$ cat config.mk
export PLATFORM = sky130hd
export DESIGN_NAME = seq_alu
export DESIGN_NICKNAME = d
export VERILOG_FILES = /design/src/rtl/seq_alu.sv
export SDC_FILE = /design/constraint.sdc
export NUM_CORES = 1
export LEC_CHECK = 0
export ABC_CLOCK_PERIOD_IN_PS = 6350
export BUFFER_PORTS_ARGS = -buffer_cell sky130_fd_sc_hd__buf_2
export CAP_MARGIN = 10
export CORE_AREA = 3 3 100 102
export DETAILED_ROUTE_END_ITERATION = 8
export DIE_AREA = 0 0 103 105
export GPL_ROUTABILITY_DRIVEN = 1
export MAX_ROUTING_LAYER = met4
export PLACE_DENSITY = 0.59
export SETUP_SLACK_MARGIN = 0.15
export SLEW_MARGIN = 20
export SYNTH_ARGS = -nofsm -noshare
export SYNTH_HDL_FRONTEND = slang
export SYNTH_SLANG_ARGS = --single-unit
$ cat constraint.sdc
create_clock -name CLK -period 6.35 [get_ports CLK]
set_input_delay 0.3175 -clock CLK [delete_from_list [all_inputs] [get_ports CLK]]
set_output_delay 0.3175 -clock CLK [all_outputs]
set_load 0.03 [all_outputs]
$ cat src/rtl/seq_alu.sv
// Sequential ALU: one-cycle binary ops, plus a nibble-serial BCD add/subtract path
// that walks from the least significant digit with a registered digit carry.
module seq_alu #(
   parameter int WIDTH       = 8,
   parameter bit HAS_DECIMAL = 1'b1
) (
   input  logic             CLK,
   input  logic             RST_N,
   input  logic             START,
   output logic             READY,
   input  logic [2:0]       OP,
   input  logic [WIDTH-1:0] A,
   input  logic [WIDTH-1:0] B,
   input  logic             Cin,
   input  logic             DEC_En,
   output logic [WIDTH-1:0] RESULT,
   output logic             C,
   output logic             HC,
   output logic             V,
   output logic             N,
   output logic             Z,
   output logic             VALID
);

   // state  | meaning
   // S_IDLE | READY=1, waiting for START
   // S_BIN  | single-cycle binary/logic/shift op, results land at the next edge
   // S_BCD  | one decimal digit per cycle, LS digit first; last digit updates outputs

   localparam int NIB = WIDTH / 4;
   localparam int CW  = (NIB > 1) ? $clog2(NIB) : 1;

   localparam logic [2:0] OP_ADD = 3'b000;
   localparam logic [2:0] OP_SUB = 3'b001;
   localparam logic [2:0] OP_AND = 3'b010;
   localparam logic [2:0] OP_OR  = 3'b011;
   localparam logic [2:0] OP_EOR = 3'b100;
   localparam logic [2:0] OP_LSR = 3'b101;
   localparam logic [2:0] OP_ASL = 3'b110;
   localparam logic [2:0] OP_ROR = 3'b111;

   typedef enum logic [1:0] {
      S_IDLE = 2'd0,
      S_BIN  = 2'd1,
      S_BCD  = 2'd2
   } state_t;

   state_t state_q, state_d;

   logic [2:0]       op_q;
   logic [WIDTH-1:0] a_q, b_q;
   logic             cin_q;
   logic [WIDTH-1:0] a_sh, b_sh;
   logic [WIDTH-1:0] acc_q;
   logic             nib_c_q;
   logic             hc_dec_q;
   logic [CW-1:0]    cnt_q;

   logic             dec_req;
   logic             last_nib;
   logic             first_nib;

   assign READY     = (state_q == S_IDLE);
   assign dec_req   = HAS_DECIMAL && DEC_En && ((OP == OP_ADD) || (OP == OP_SUB));
   assign last_nib  = (cnt_q == '0);
   assign first_nib = (cnt_q == CW'(NIB - 1));

   always_ff @(posedge CLK or negedge RST_N) begin
      if (!RST_N) state_q <= S_IDLE;
      else        state_q <= state_d;
   end

   always_comb begin
      state_d = state_q;
      case (state_q)
         S_IDLE: if (START) state_d = dec_req ? S_BCD : S_BIN;
         S_BIN:  state_d = S_IDLE;
         S_BCD:  if (last_nib) state_d = S_IDLE;
         default: state_d = S_IDLE;
      endcase
   end

   // Binary adder; SUB is A + ~B + Cin so Cin=1 means "no borrow".
   logic [WIDTH-1:0] b_eff;
   logic [WIDTH:0]   a_ext, b_ext, sum_full;
   logic             add_hc, add_v;

   assign b_eff    = (op_q == OP_SUB) ? ~b_q : b_q;
   assign a_ext    = {1'b0, a_q};
   assign b_ext    = {1'b0, b_eff};
   assign sum_full = a_ext + b_ext + {{WIDTH{1'b0}}, cin_q};
   // Carry into bit 4 recovered from the sum bit; for WIDTH=4 this is the carry out.
   assign add_hc   = a_ext[4] ^ b_ext[4] ^ sum_full[4];
   assign add_v    = (a_q[WIDTH-1] == b_eff[WIDTH-1]) && (sum_full[WIDTH-1] != a_q[WIDTH-1]);

   logic [WIDTH-1:0] bin_res;
   logic             bin_c, bin_hc, bin_v;

   always_comb begin
      bin_res = '0;
      bin_c   = cin_q;
      bin_hc  = 1'b0;
      bin_v   = 1'b0;
      case (op_q)
         OP_ADD, OP_SUB: begin
            bin_res = sum_full[WIDTH-1:0];
            bin_c   = sum_full[WIDTH];
            bin_hc  = add_hc;
            bin_v   = add_v;
         end
         OP_AND: bin_res = a_q & b_q;
         OP_OR:  bin_res = a_q | b_q;
         OP_EOR: bin_res = a_q ^ b_q;
         OP_LSR: begin
            bin_res = a_q >> 1;
            bin_c   = a_q[0];
         end
         OP_ASL: begin
            bin_res = a_q << 1;
            bin_c   = a_q[WIDTH-1];
         end
         OP_ROR: begin
            bin_res = {cin_q, a_q[WIDTH-1:1]};
            bin_c   = a_q[0];
         end
         default: ;
      endcase
   end

   // One decimal digit; invalid digits (>9) go through the same adjust, unclamped.
   logic [3:0]       nib_a, nib_b, nib_res;
   logic [4:0]       dsum, ddif;
   logic             nib_co;
   logic             hc_now;
   logic [WIDTH-1:0] acc_next;

   assign nib_a = a_sh[3:0];
   assign nib_b = b_sh[3:0];
   assign dsum  = {1'b0, nib_a} + {1'b0, nib_b} + {4'b0000, nib_c_q};
   assign ddif  = {1'b0, nib_a} - {1'b0, nib_b} - {4'b0000, ~nib_c_q};

   always_comb begin
      nib_res = dsum[3:0];
      nib_co  = 1'b0;
      if (op_q == OP_SUB) begin
         if (ddif[4]) begin
            nib_res = ddif[3:0] - 4'd6;
            nib_co  = 1'b0;
         end else begin
            nib_res = ddif[3:0];
            nib_co  = 1'b1;
         end
      end else if (dsum > 5'd9) begin
         nib_res = dsum[3:0] + 4'd6;
         nib_co  = 1'b1;
      end
   end

   assign acc_next = (acc_q >> 4) | (WIDTH'(nib_res) << (WIDTH - 4));
   assign hc_now   = first_nib ? nib_co : hc_dec_q;

   always_ff @(posedge CLK or negedge RST_N) begin
      if (!RST_N) begin
         op_q     <= '0;
         a_q      <= '0;
         b_q      <= '0;
         cin_q    <= 1'b0;
         a_sh     <= '0;
         b_sh     <= '0;
         acc_q    <= '0;
         nib_c_q  <= 1'b0;
         hc_dec_q <= 1'b0;
         cnt_q    <= '0;
         RESULT   <= '0;
         C        <= 1'b0;
         HC       <= 1'b0;
         V        <= 1'b0;
         N        <= 1'b0;
         Z        <= 1'b0;
         VALID    <= 1'b0;
      end else begin
         VALID <= 1'b0;
         case (state_q)
            S_IDLE: begin
               if (START) begin
                  op_q    <= OP;
                  a_q     <= A;
                  b_q     <= B;
                  cin_q   <= Cin;
                  a_sh    <= A;
                  b_sh    <= B;
                  acc_q   <= '0;
                  nib_c_q <= Cin;
                  cnt_q   <= CW'(NIB - 1);
               end
            end
            S_BIN: begin
               RESULT <= bin_res;
               C      <= bin_c;
               HC     <= bin_hc;
               V      <= bin_v;
               N      <= bin_res[WIDTH-1];
               Z      <= (bin_res == '0);
               VALID  <= 1'b1;
            end
            S_BCD: begin
               a_sh    <= a_sh >> 4;
               b_sh    <= b_sh >> 4;
               acc_q   <= acc_next;
               nib_c_q <= nib_co;
               cnt_q   <= cnt_q - 1'b1;
               if (first_nib) hc_dec_q <= nib_co;
               if (last_nib) begin
                  RESULT <= acc_next;
                  C      <= nib_co;
                  HC     <= hc_now;
                  V      <= add_v;
                  N      <= acc_next[WIDTH-1];
                  Z      <= (acc_next == '0);
                  VALID  <= 1'b1;
               end
            end
            default: ;
         endcase
      end
   end

endmodule

# Word level (Yosys, flattened, before mapping)
# Cells that the tools add are included.
[totals] ff_bits=63 input_bits=24 output_inout_bits=15 elab_cells=106
[classes] add_sub_neg=9 order_cmp=1 eq_ne=14 mux=39 n_bitwise=8 reduce_logical=17
[op_table] cell="case mux 8 bit (2 select lines)" n=4
[op_table] cell="case mux 8 bit (7 select lines)" n=1
[op_table] cell="two-way mux 8 bit" n=5
[op_table] cell="logical NOT 8 bit" n=2
[op_table] cell="case mux 1 bit (2 select lines)" n=8
[op_table] cell="two-way mux 1 bit" n=13
[op_table] cell="equality test 3 bit (second input constant)" n=4
[op_table] cell="two-way mux 4 bit" n=3
[op_table] cell="AND reduction 2 bit" n=5
[op_table] cell="adder 8 x 8 -> 9 bit" n=1
[op_table] cell="adder 9 x 1 -> 9 bit" n=1
[op_table] cell="AND 8 bit" n=1
[op_table] cell="NOT 8 bit" n=1
[op_table] cell="OR 4 x 8 -> 8 bit" n=1
[op_table] cell="OR 8 bit" n=1
[op_table] cell="XOR 8 bit" n=1
[op_table] cell="equality test 3 x 1 -> 1 bit (second input constant)" n=2
[op_table] cell="equality test 3 x 2 -> 1 bit (second input constant)" n=2
[op_table] cell="logical NOT 3 bit" n=2
[op_table] cell="two-way mux 2 bit" n=3
[op_table] cell="adder 4 x 4 -> 5 bit" n=1
[op_table] cell="adder 5 x 1 -> 5 bit" n=1
[op_table] cell="> comparator 5 x 4 -> 1 bit (second input constant)" n=1
[op_table] cell="subtractor 4 x 4 -> 5 bit" n=1
[op_table] cell="18 further kinds" n=23

# Logic depth before layout (Yosys ltp)
# Gate-level depths: netlist of run 1.
[depth] ltp_word=9 ltp_mapped=16 ltp_nobuf=13

# Worst setup path after synthesis of run 1
# Ideal clock, no wire load.
[synth_path] path_kind="reg-to-reg" start="register op_q[0]" end="register Z" setup_ns=0.076 t_arrival_ns=3.462 required_time_ns=6.274 path_slack_ns=2.812 stages_incl_launch_ff=17 path_buffers=4 period_less_slack_ns=3.538 cell_sequence="dfrtp_1 buf_4 buf_6 buf_2 nand2_1 buf_2 xnor2_1 fa_1 fa_1 a211oi_2 nor2_1 xnor2_1 o21ai_1 o21ai_2 nand4_1 or4b_1 o21ai_1"
[synth_between] elab_chain_cells=7 word_cells_on_any_way=19 cone_classes="2 x add/sub; 7 x eq/ne; 5 x mux; 1 x bitwise; 4 x reduce/logical"
[synth_rtl] element="from (decl)" line="50" source="logic [2:0] op_q;"
[synth_rtl] element="from (signal assigned)" line="164" source="op_q <= '0;"
[synth_rtl] element="from (signal assigned)" line="186" source="op_q <= OP;"
[synth_rtl] element="equality test 3 x 1 -> 1 bit" line="88, 104, 145"
[synth_rtl] element="two-way mux 8 bit" line="88" source="assign b_eff = (op_q == OP_SUB) ? ~b_q : b_q;"
[synth_rtl] element="adder 8 x 8 -> 9 bit" line="91" source="assign sum_full = a_ext + b_ext + {{WIDTH{1'b0}}, cin_q};"
[synth_rtl] element="adder 9 x 1 -> 9 bit" line="91"
[synth_rtl] element="case mux 8 bit (7 select lines)" line="104" source="case (op_q)"
[synth_rtl] element="logical NOT 8 bit" line="203" source="Z <= (bin_res == '0);"
[synth_rtl] element="case mux 1 bit (2 select lines) (*)" line="183" source="case (state_q)"
[synth_rtl] element="to (signal assigned)" line="203"
[synth_rtl] element="to (signal assigned)" line="219" source="Z <= (acc_next == '0);"
[synth_rtl] element="to (decl)" line="21" source="output logic Z,"
# Every way passes the cells marked *; elsewhere a longest branch is shown, timed or not. The select of a mux whose other input is x is not followed.
# A chain may end at the register's enable or synchronous reset.

# Worst setup path in the final report of run 1
# Ends and elaborated chain as after synthesis.

==> results of run 1 <==
-- through the flow --
step                      instance area [um^2]  setup WS (ns)  instances  hold WS [ns]  util [%]
after detailed placement                  4360           1.96        599         0.467      47.4
after global placement                    4360           2.05        599         0.460      47.4
after floorplan                           4130           2.81        470        0.0219         -
final                                     4580           1.92        615         0.123      49.9
after CTS                                 4580           1.95        615         0.144      49.8
after global routing                      4580           1.51        615         0.186      49.9
-- placed cells by master, fill, tap and decap left out, types with 3 or more instances in the layout --
| cell | n |
|---|---|
| nor3_1 | 3 |
| fa_1 | 6 |
| mux2_2 | 5 |
| nand2b_1 | 7 |
| dfrtp_1 | 58 |
| a21oi_1 | 30 |
| buf_2 | 38 |
| clkbuf_8 | 10 |
| inv_1 | 31 |
| buf_4 | 4 |
| xnor2_1 | 14 |
| o21ai_1 | 5 |
| o21ai_2 | 3 |
| ha_1 | 37 |
| o22ai_1 | 3 |
| nand2_1 | 70 |
| mux2i_1 | 18 |
| nor2_1 | 26 |
| nor2b_1 | 5 |
| o211ai_1 | 4 |
| a21o_1 | 4 |
| xor2_1 | 10 |
| a22oi_1 | 8 |
| o21ai_0 | 59 |
-- layout make-up --
type | instances | area (um^2)
inverter | 34 | 128
clock buffer | 11 | 141
fill | 910 | 4610
multi-input combinational | 354 | 2430
sequential | 58 | 1450
timing repair buffer | 42 | 220
clock inverter | 5 | 77.6
tap | 111 | 139
-- sequential cells by signal, summed over array words and instances, names as in the netlist, 2 cells and up --
| signal | flops |
|---|---|
| b_sh | 8 |
| b_q | 8 |
| acc_q | 4 |
| a_sh | 8 |
| state_q | 2 |
| op_q | 3 |
| RESULT | 8 |
| a_q | 8 |
-- worst min-delay path by stage --
stage	start	to	slack (ns)	cells past startpoint
after global placement	RESULT[0]$_DFFE_PN0P_	RESULT[0]$_DFFE_PN0P_	0.46	2
final	RST_N	V$_DFFE_PN0P_	0.12	2
after detailed placement	RESULT[0]$_DFFE_PN0P_	RESULT[0]$_DFFE_PN0P_	0.47	2
after CTS	RST_N	V$_DFFE_PN0P_	0.14	2
after floorplan	RST_N	C$_DFFE_PN0P_	0.02	0
after global routing	RST_N	V$_DFFE_PN0P_	0.19	2
-- per-layer routing --
layer	GRT usage, %	up-vias	part of all wire [%]
li1	-	1686	-
met2	29.5	93	44
met5	-	-	0
met1	28.6	1617	49
met4	6.20	0	1.7
met3	4.21	19	4.8
-- kinds of logic (layout without fill, tap and decap cells) --
family | Yosys count | in the layout | synth area share, %
AOI/OAI and AO/OA | 140 | 140 | 20.6
xor gates and xnor gates | 24 | 24 | 5.10
adders and majority gates | 43 | 43 | 14.1
buffers and inverters | 58 | 92 | 6.04
DFF | 58 | 58 | 35.2
muxes | 23 | 23 | 5.73
and+or+nand+nor | 124 | 124 | 13.2
==> results.py, run 1 <==
metrics = {
    "outcome": {
        "status": "finished clean",
    },
    "clock_network": {
        "cts_buffers": 9,
        "cts_root_buf": "clkbuf_8",
        "cts_tree": "built",
        "clk_latency_ns": 0.34,
        "cts-resized-gates": 0,
        "clock_path_buffers": 2,
        "clkSlewWorstSetupHoldPaths_ns": 0.07,
        "h-tree-depth": 3,
        "numClockSinks": 58,
        "hold_buffers": 0,
        "post_cts_buffers": 0,
    },
    "global_routing": {
        "grt_usage_pct": 20.4,
        "grt_max_degree": 59,
        "grt_pass1_wl_mm": 16.7,
        "grt_overflow": 0,
        "grt_pass1_vias": 3270,
        "antenna_found_initial": 0,
    },
    "place": {
        "port_buffers": 38,
        "gp_congestion": 0.923,
        "hpwl_mm": 7.79,
    },
    "sta": {
        "drv_slew": 0,
        "fin_crit_sh_pct": 69.7,
        "final_hold_viol_count": 0,
        "worst_pin_slew_ns": 0.990,
        "maxSlewHeadroom_pct": 34.0,
        "tns_ns": 0,
        "finClkSkew_ns": 0.0103,
        "timing.fmax_mhz": 226,
        "finalSetupViolations": 0,
        "rsz0062_at_grt": "false",
        "fin_crit_ns": 4.43,
    },
    "logic_synthesis": {
        "synth_area_mm2": 0.00413,
        "synth_async_sr_flop_share_pct": 100,
        "synth_seq_cells": 58,
        "synth_edf_count": 0,
        "synth_top_area_cell": "dfrtp_1",
        "synth_ff_type": "dfrtp_1",
        "yosys.area.top_type_share_pct": 35.2,
        "syn_inst": 470,
        "synth_cell_type_count": 56,
        "yosysSeqAreaShare_pct": 35.2,
        "yosys_warnings": 0,
        "synth_fp_nets": 537,
        "synth_common_cells": "70 x nand2_1, 59 x o21ai_0, 58 x dfrtp_1",
        "post-synth-top-count-cell": "nand2_1",
        "avgSynthCellArea_um2": 8.78,
        "synth_area_leaders": "dfrtp_1 35%, ha_1 11%, o21ai_0 7.2%",
    },
    "setup_path": {
        "cp.arrival_ns": 4.69,
        "rr_worst_depth": 12,
        "end_kind": "flip-flop",
        "path_class": "reg -> reg",
        "worst_r2r_endpoint": "Z$_DFFE_PN0P_",
        "cpPeakStageDelay_ns": 1.00,
        "worstSetupEndpoint": "Z$_DFFE_PN0P_",
        "r2r_start": "op_q[0]$_DFFE_PN0P_",
        "crit_required_ns": 6.61,
        "path_delay_family": "simple AND/OR/NAND/NOR gates",
        "start_kind": "flip-flop",
        "critPathMaxFanout": 35,
        "path_buf_inv": 0,
        "reg2reg_slack_ns": 1.92,
        "crit_slowest_cell": "dfrtp_1",
        "cp.depth": 12,
        "crit_chain": "nand2_1 > xnor2_1 > fa_1 > fa_1 > a211oi_2 > nor2_1 > xnor2_1 > o21ai_1 > o21ai_2 > nand4_1 > or4b_1 > o21ai_1",
        "crit_path_start": "op_q[0]$_DFFE_PN0P_",
    },
    "die": {
        "pin_count": 39,
        "core_mm2": 0.00920,
        "placementRows": 35,
        "die-area_mm2": 0.0108,
        "fp.dieH_um": 105,
        "initial_utilization_pct": 44.9,
        "die_x_um": 103,
    },
    "routing": {
        "drt_iter0_drc": 157,
        "ant_nets": 0,
        "wl_mm": 10.3,
        "drc": 0,
        "drtPass1Iterations": 4,
        "routed-via-count": 3415,
        "post_drt_wl_per_cell_um": 16.7,
        "vias_per_cell": 5.55,
    },
    "final_layout": {
        "fin_nets": 566,
        "n_antenna_cell": 0,
        "syn_to_final_growth_pct": 11.1,
        "drive_above_1_share_pct": 14.5,
    },
    "job": {
        "maxCapViolCount": 0,
    },
    "hold_path": {
        "min_path_type": "in -> async",
    },
}
Power of run 1 is not shown: default switching activity piles up to over one toggle a cycle in this logic, so the estimate is an artifact.
==> run 2, diff against run 1 <==
- ABC_CLOCK_PERIOD_IN_PS: 6350 -> 3700
- PLACE_DENSITY: 0.59 -> 0.62
- clock period: 6.35 -> 3.7 ns (I/O delays scaled with it)
==> run 2 against run 1 <==
Compared with the run above:
- worst setup slack worse by 1.3 ns
- critical path type unchanged
- design area is 0.74% higher
- critical path depth rose by 1
- register-to-register slack got worse by 1.3 ns
- sequential share of layout area decreased by 0.23 points
- die area did not move
==> results.py, run 2 (synthesis gave the netlist of run 1 again) <==
metrics = {
    "routing": {
        "ant_nets": 0,
        "post_drt_wl_per_cell_um": 16.4,
        "vias_per_cell": 5.34,
        "drtPass1Iterations": 4,
        "drt_iter0_drc": 149,
        "drc": 0,
        "routed-via-count": 3319,
        "wl_mm": 10.2,
    },
    "power": {
        "power.leakage_nw": 2.15,
        "p_sw_w": 0.00244,
        "p_int_w": 0.00255,
        "ir_drop_mv": 0.391,
        "p_per_area_mw_per_mm2": 1080,
        "p_clk_share_pct": 12.5,
        "combPwrFrac_pct": 65.0,
        "p_sw_share_pct": 49.0,
        "p_seq_share_pct": 22.4,
    },
    "final_layout": {
        "syn_to_final_growth_pct": 12.0,
        "final_common_cell": "nand2_1",
        "fin_nets": 572,
        "final_core_util_pct": 50.2,
        "instances_no_fill": 621,
        "drive_above_1_share_pct": 15.3,
        "n_antenna_cell": 0,
        "final_cell_mix": "70 x nand2_1, 59 x o21ai_0, 58 x dfrtp_1, 38 x buf_2, 37 x ha_1",
    },
    "clock_network": {
        "cts_root_buf": "clkbuf_8",
        "clk_latency_ns": 0.35,
        "clkSlewWorstSetupHoldPaths_ns": 0.08,
        "numClockSinks": 58,
        "cts_tree": "built",
        "clock_path_buffers": 2,
        "cts_buffers": 9,
        "h-tree-depth": 3,
    },
    "setup_path": {
        "cp.arrival_ns": 3.37,
        "critPathMaxFanout": 4,
        "cpPeakStageDelay_ns": 0.50,
        "worst_r2r_endpoint": "Z$_DFFE_PN0P_",
        "path_class": "reg -> reg",
        "start_kind": "flip-flop",
        "reg2reg_slack_ns": 0.60,
        "end_kind": "flip-flop",
        "crit_slowest_cell": "or4b_1",
        "crit_required_ns": 3.97,
        "path_delay_family": "simple AND/OR/NAND/NOR gates",
        "path_buf_inv": 0,
        "crit_chain": "nor2_1 > nand2_1 > xnor2_1 > fa_1 > fa_1 > a211oi_2 > nor2_1 > xnor2_1 > o21ai_1 > o21ai_2 > nand4_1 > or4b_1 > o21ai_1",
        "rr_worst_depth": 13,
        "r2r_start": "op_q[2]$_DFFE_PN0P_",
    },
    "global_routing": {
        "grt_pass1_vias": 3230,
        "grt_overflow": 0,
        "grt_pass1_wl_mm": 16.8,
        "antenna_found_initial": 0,
        "grt_usage_pct": 20.6,
        "grt_max_degree": 38,
    },
    "outcome": {
        "status": "finished clean",
    },
    "sta": {
        "drv_slew": 0,
        "worst_pin_slew_ns": 0.775,
        "worst_slack_ns": 0.604,
        "maxSlewHeadroom_pct": 48.4,
        "fin_crit_sh_pct": 83.7,
        "timing.fmax_mhz": 323,
        "final_hold_viol_count": 0,
        "whs_ns": 0.0600,
        "fin_crit_ns": 3.10,
        "finClkSkew_ns": 0.0157,
        "rsz0062_at_grt": "false",
        "tns_ns": 0,
        "finalSetupViolations": 0,
    },
    "hold_path": {
        "min_to": "op_q[2]$_DFFE_PN0P_",
        "hold-path-cell-count": 3,
        "min_path_type": "in -> reg",
        "hold_path.startpoint": "OP[2]",
    },
    "die": {
        "initial_utilization_pct": 44.9,
        "placementRows": 35,
        "pin_count": 39,
        "fp.dieH_um": 105,
        "die-area_mm2": 0.0108,
        "core_mm2": 0.00920,
        "die_x_um": 103,
    },
    "place": {
        "hpwl_mm": 7.87,
        "pre_cts_ws_ns": 0.625,
        "place_inst": 604,
        "port_buffers": 38,
        "gp_congestion": 0.925,
    },
    "job": {
        "maxCapViolCount": 0,
    },
}
[run 2: repair_timing]
item | in CTS | in global routing
hold endpoints to repair | 25 | 0
resized for setup | 0 | 0
hold buffers | 1 | 0
setup buffers | 0 | 0
[run 2: metrics by stage]
step,instance area (um^2),total power (W)
final,4620,0.00499
after global routing,4620,0.00549
after CTS,4620,0.00501
after detailed placement,4400,0.00436
after global placement,4400,0.00431
after floorplan,4130,0.00361
[run 2: layout make-up]
class	instances	area, um^2
fillers	893	4580
multi-input cells	354	2430
flip-flops and latches	58	1450
repair buffers	48	268
clock buffers	12	155
well taps	111	139
inverters	34	128
clock inverters	4	50.0
[run 2: worst reg2reg max path: cells and delay by family, from the launching register on]
kind / cells / cell delay, ns
flip-flops: 1 / 0.38
XOR/XNOR: 2 / 0.28
AO/OA/AOI/OAI: 4 / 0.55
AND/OR/NAND/NOR: 5 / 0.93
adder cells (fa/ha/maj): 2 / 0.87
[run 2: metal layers]
metal / global-route usage, % / wire, um / vias to the layer above
met5: - / 0 / -
met4: 4.44 / 84 / 0
met3: 4.07 / 379 / 7
met2: 30.2 / 4640 / 66
met1: 29.4 / 5070 / 1555
li1: - / - / 1691
[run 2: worst max-delay path by stage]
stage	cells after the start	to	start	slack, ns
floorplan	16	Z$_DFFE_PN0P_	op_q[0]$_DFFE_PN0P_	0.16
global placement	13	Z$_DFFE_PN0P_	op_q[2]$_DFFE_PN0P_	0.68
detailed placement	13	Z$_DFFE_PN0P_	op_q[2]$_DFFE_PN0P_	0.63
CTS	13	Z$_DFFE_PN0P_	op_q[2]$_DFFE_PN0P_	0.59
global route	13	Z$_DFFE_PN0P_	op_q[1]$_DFFE_PN0P_	0.40
finish	13	Z$_DFFE_PN0P_	op_q[2]$_DFFE_PN0P_	0.60
[run 2: power by group through the flow]
stage | sequential (W) | clock (W) | combinational, W
6_report | 0.00112 | 0.000626 | 0.00325
5_1_grt | 0.00116 | 0.000661 | 0.00366
4_1_cts | 0.00112 | 0.000638 | 0.00325
3_5_place_dp | 0.00113 | 0 | 0.00322
3_3_place_gp | 0.00112 | 0 | 0.00319
2_1_floorplan | 0.00118 | 0 | 0.00243
Power figures use the tool's default switching activity.
==> run 3, diff against run 2 <==
- ABC_AREA: not set -> 1
- ABC_CLOCK_PERIOD_IN_PS: 3700 -> 2800
- CORE_AREA: 3 3 100 102 -> 3 3 101 103
- DIE_AREA: 0 0 103 105 -> 0 0 104 106
- clock period: 3.7 -> 2.8 ns (I/O delays scaled with it)
==> run 3 against run 2 <==
Compared with the run above:
- sequential share of layout area decreased by 1.5 points
- routed wire length increased by 11%
- worst hold slack lost 0.042 ns
- utilization rose by 2.0 points
- area after synthesis is 2.5% higher
- cell count grew 19%
- clock skew shrank 0.0016 ns
- first-iteration DRC count rose by 56%
- global-route usage grew 1.7 points
- critical path depth up 5
- via count up 14%
- die area increased by 1.9%
- largest cell class unchanged
==> results.py, run 3 <==
metrics = {
    "setup_path": {
        "cpMostUsedCell": "nand2_1",
        "path_delay_family": "simple AND/OR/NAND/NOR gates",
        "path_buf_inv": 2,
        "critPathMaxFanout": 5,
        "crit_slowest_cell": "dfrtp_2",
        "cp.arrival_ns": 2.93,
        "crit_chain": "nor2_8 > inv_4 > nor2_8 > buf_4 > xor2_1 > ha_1 > a21o_1 > nor2_1 > nand2_1 > nand2_1 > nand2_1 > o21ai_1 > nand2_1 > nor2_1 > nand3_1 > nand2_1 > nand2_1 > nand2_1",
        "path_class": "reg -> reg",
        "crit_required_ns": 3.07,
        "end_kind": "flip-flop",
        "cpPeakStageDelay_ns": 0.44,
        "start_kind": "flip-flop",
    },
    "hold_path": {
        "min_path_type": "in -> reg",
    },
    "power": {
        "ir_drop_mv": 0.380,
        "p_per_area_mw_per_mm2": 1280,
        "power.leakage_nw": 2.54,
        "total_power_w": 0.00621,
    },
    "logic_synthesis": {
        "synth_top_area_cell": "dfrtp_1",
        "post-synth-top-count-cell": "nand2_1",
        "synth_async_sr_flop_share_pct": 100,
        "synth_ff_type": "dfrtp_1",
        "synth_common_cells": "127 x nand2_1, 71 x inv_1, 58 x dfrtp_1",
        "yosysSeqAreaShare_pct": 34.3,
        "yosys.area.top_type_share_pct": 34.3,
        "synth_seq_cells": 58,
        "synth_cell_type_count": 44,
        "synth_edf_count": 0,
        "synth_area_mm2": 0.00423,
        "syn_inst": 555,
        "avgSynthCellArea_um2": 7.62,
        "synth_fp_nets": 622,
        "yosys_warnings": 0,
        "synth_area_leaders": "dfrtp_1 34%, nand2_1 11%, ha_1 11%",
    },
    "sta": {
        "drv_slew": 0,
        "tns_ns": 0,
        "timing.fmax_mhz": 376,
        "finalSetupViolations": 0,
        "whs_ns": 0.0177,
        "finClkSkew_ns": 0.0141,
        "worst_pin_slew_ns": 0.745,
        "fin_crit_ns": 2.66,
        "final_hold_viol_count": 0,
        "rsz0062_at_grt": "true",
        "maxSlewHeadroom_pct": 50.3,
        "fin_crit_sh_pct": 94.9,
    },
    "die": {
        "pin_count": 39,
        "fp.dieH_um": 106,
        "die-area_mm2": 0.0110,
        "placementRows": 35,
        "core_mm2": 0.00928,
        "die_x_um": 104,
        "initial_utilization_pct": 45.6,
    },
    "global_routing": {
        "grt_pass1_wl_mm": 19.1,
        "grt_usage_pct": 22.3,
        "grt_use_met2_pct": 35.7,
        "antenna_found_initial": 0,
        "grt_overflow": 0,
        "use_met3_pct": 3.89,
        "gr-max-usage-layer": "met2",
        "grt_use_met1_pct": 28.4,
        "grt_pass1_vias": 3784,
        "grt_max_degree": 32,
    },
    "place": {
        "hpwl_mm": 8.64,
        "gp_congestion": 0.915,
        "place_inst": 718,
        "port_buffers": 38,
        "place_area_mm2": 0.00459,
    },
    "routing": {
        "ant_nets": 0,
        "post_drt_wl_per_cell_um": 15.2,
        "drtPass1Iterations": 4,
        "routed-via-count": 3793,
        "drc": 0,
        "vias_per_cell": 5.13,
        "wl_mm": 11.3,
        "drt_iter0_drc": 232,
    },
    "clock_network": {
        "clk_latency_ns": 0.35,
        "cts_buffers": 9,
        "clock_path_buffers": 2,
        "h-tree-depth": 3,
        "cts_tree": "built",
        "numClockSinks": 58,
        "cts_root_buf": "clkbuf_8",
        "clkSlewWorstSetupHoldPaths_ns": 0.07,
    },
    "final_layout": {
        "fin_nets": 672,
        "drive_above_1_share_pct": 19.3,
        "final_common_cell": "nand2_1",
        "final_cell_mix": "126 x nand2_1, 68 x inv_1, 57 x dfrtp_1, 43 x nor2_1, 41 x o21ai_0",
        "instances_no_fill": 739,
        "syn_to_final_growth_pct": 14.6,
        "fin_area_mm2": 0.00485,
        "n_antenna_cell": 0,
    },
    "outcome": {
        "status": "finished clean",
    },
    "job": {
        "maxCapViolCount": 0,
    },
}
run 3: report_power, final:
| group | leakage, nW | internal, W | switching, W |
|---|---|---|---|
| Sequential | 0.714 | 0.00114 | 0.000271 |
| Clock | 0.0851 | 0.000340 | 0.000353 |
| Combinational | 1.74 | 0.00152 | 0.00259 |
run 3: final timing paths:
kind	startpoint	end	slack, ns	cells past startpoint
worst max-delay path	op_q[1]$_DFFE_PN0P_	Z$_DFFE_PN0P_	0.14	18
worst min-delay path	Cin	cin_q$_DFFE_PN0P_	0.02	3
worst max register to register	op_q[1]$_DFFE_PN0P_	Z$_DFFE_PN0P_	0.14	18
worst min register to register	cnt_q$_DFFE_PN0P_	VALID$_DFF_PN0_	0.48	1
max in group asynchronous	RST_N	a_sh[2]$_DFFE_PN0P_	1.56	3
min in group asynchronous	RST_N	RESULT[6]$_DFFE_PN0P_	0.40	2
run 3: layout make-up:
class	instances	area, um^2
well taps	129	161
repair buffers	56	328
fillers	938	4430
flip-flops and latches	58	1450
inverters	83	314
clock inverters	5	30.0
multi-input cells	397	2420
clock buffers	11	141
run 3: tightest hold or removal path, delay by kind of cell:
family | cells | cell delay, ns
buffers and inverters | 1 | 0.09
and+or+nand+nor | 2 | 0.09
run 3: metrics by stage:
step	utilization, %	setup slack [ns]
6_report	52.2	0.143
5_1_grt	52.2	-0.0270
4_1_cts	51.7	0.153
3_5_place_dp	49.5	0.121
3_3_place_gp	49.5	0.179
2_1_floorplan	-	0.107
run 3: layer usage:
layer	up-vias	share of wire (%)
li1	1892	-
met1	1777	45
met2	106	48
met3	18	4.1
met4	0	2.8
met5	-	0
run 3: cells by family (layout without fill, tap and decap cells):
| group | after synthesis | count (layout) | synth area share [%] |
|---|---|---|---|
| AO/OA/AOI/OAI | 102 | 102 | 14.1 |
| XOR/XNOR | 12 | 12 | 2.48 |
| adder cells (fa/ha/maj) | 43 | 43 | 13.8 |
| buffers and inverters | 100 | 155 | 9.55 |
| flip-flops | 58 | 58 | 34.3 |
| AND/OR/NAND/NOR | 240 | 240 | 25.7 |
run 3: timing repair:
action	4_1_cts	5_1_grt
setup endpoints to repair	3	10
endpoints found under the hold margin	30	0
pin swaps	1	5
hold buffers	1	0
buffers inserted	2	2
gates resized for setup	4	11
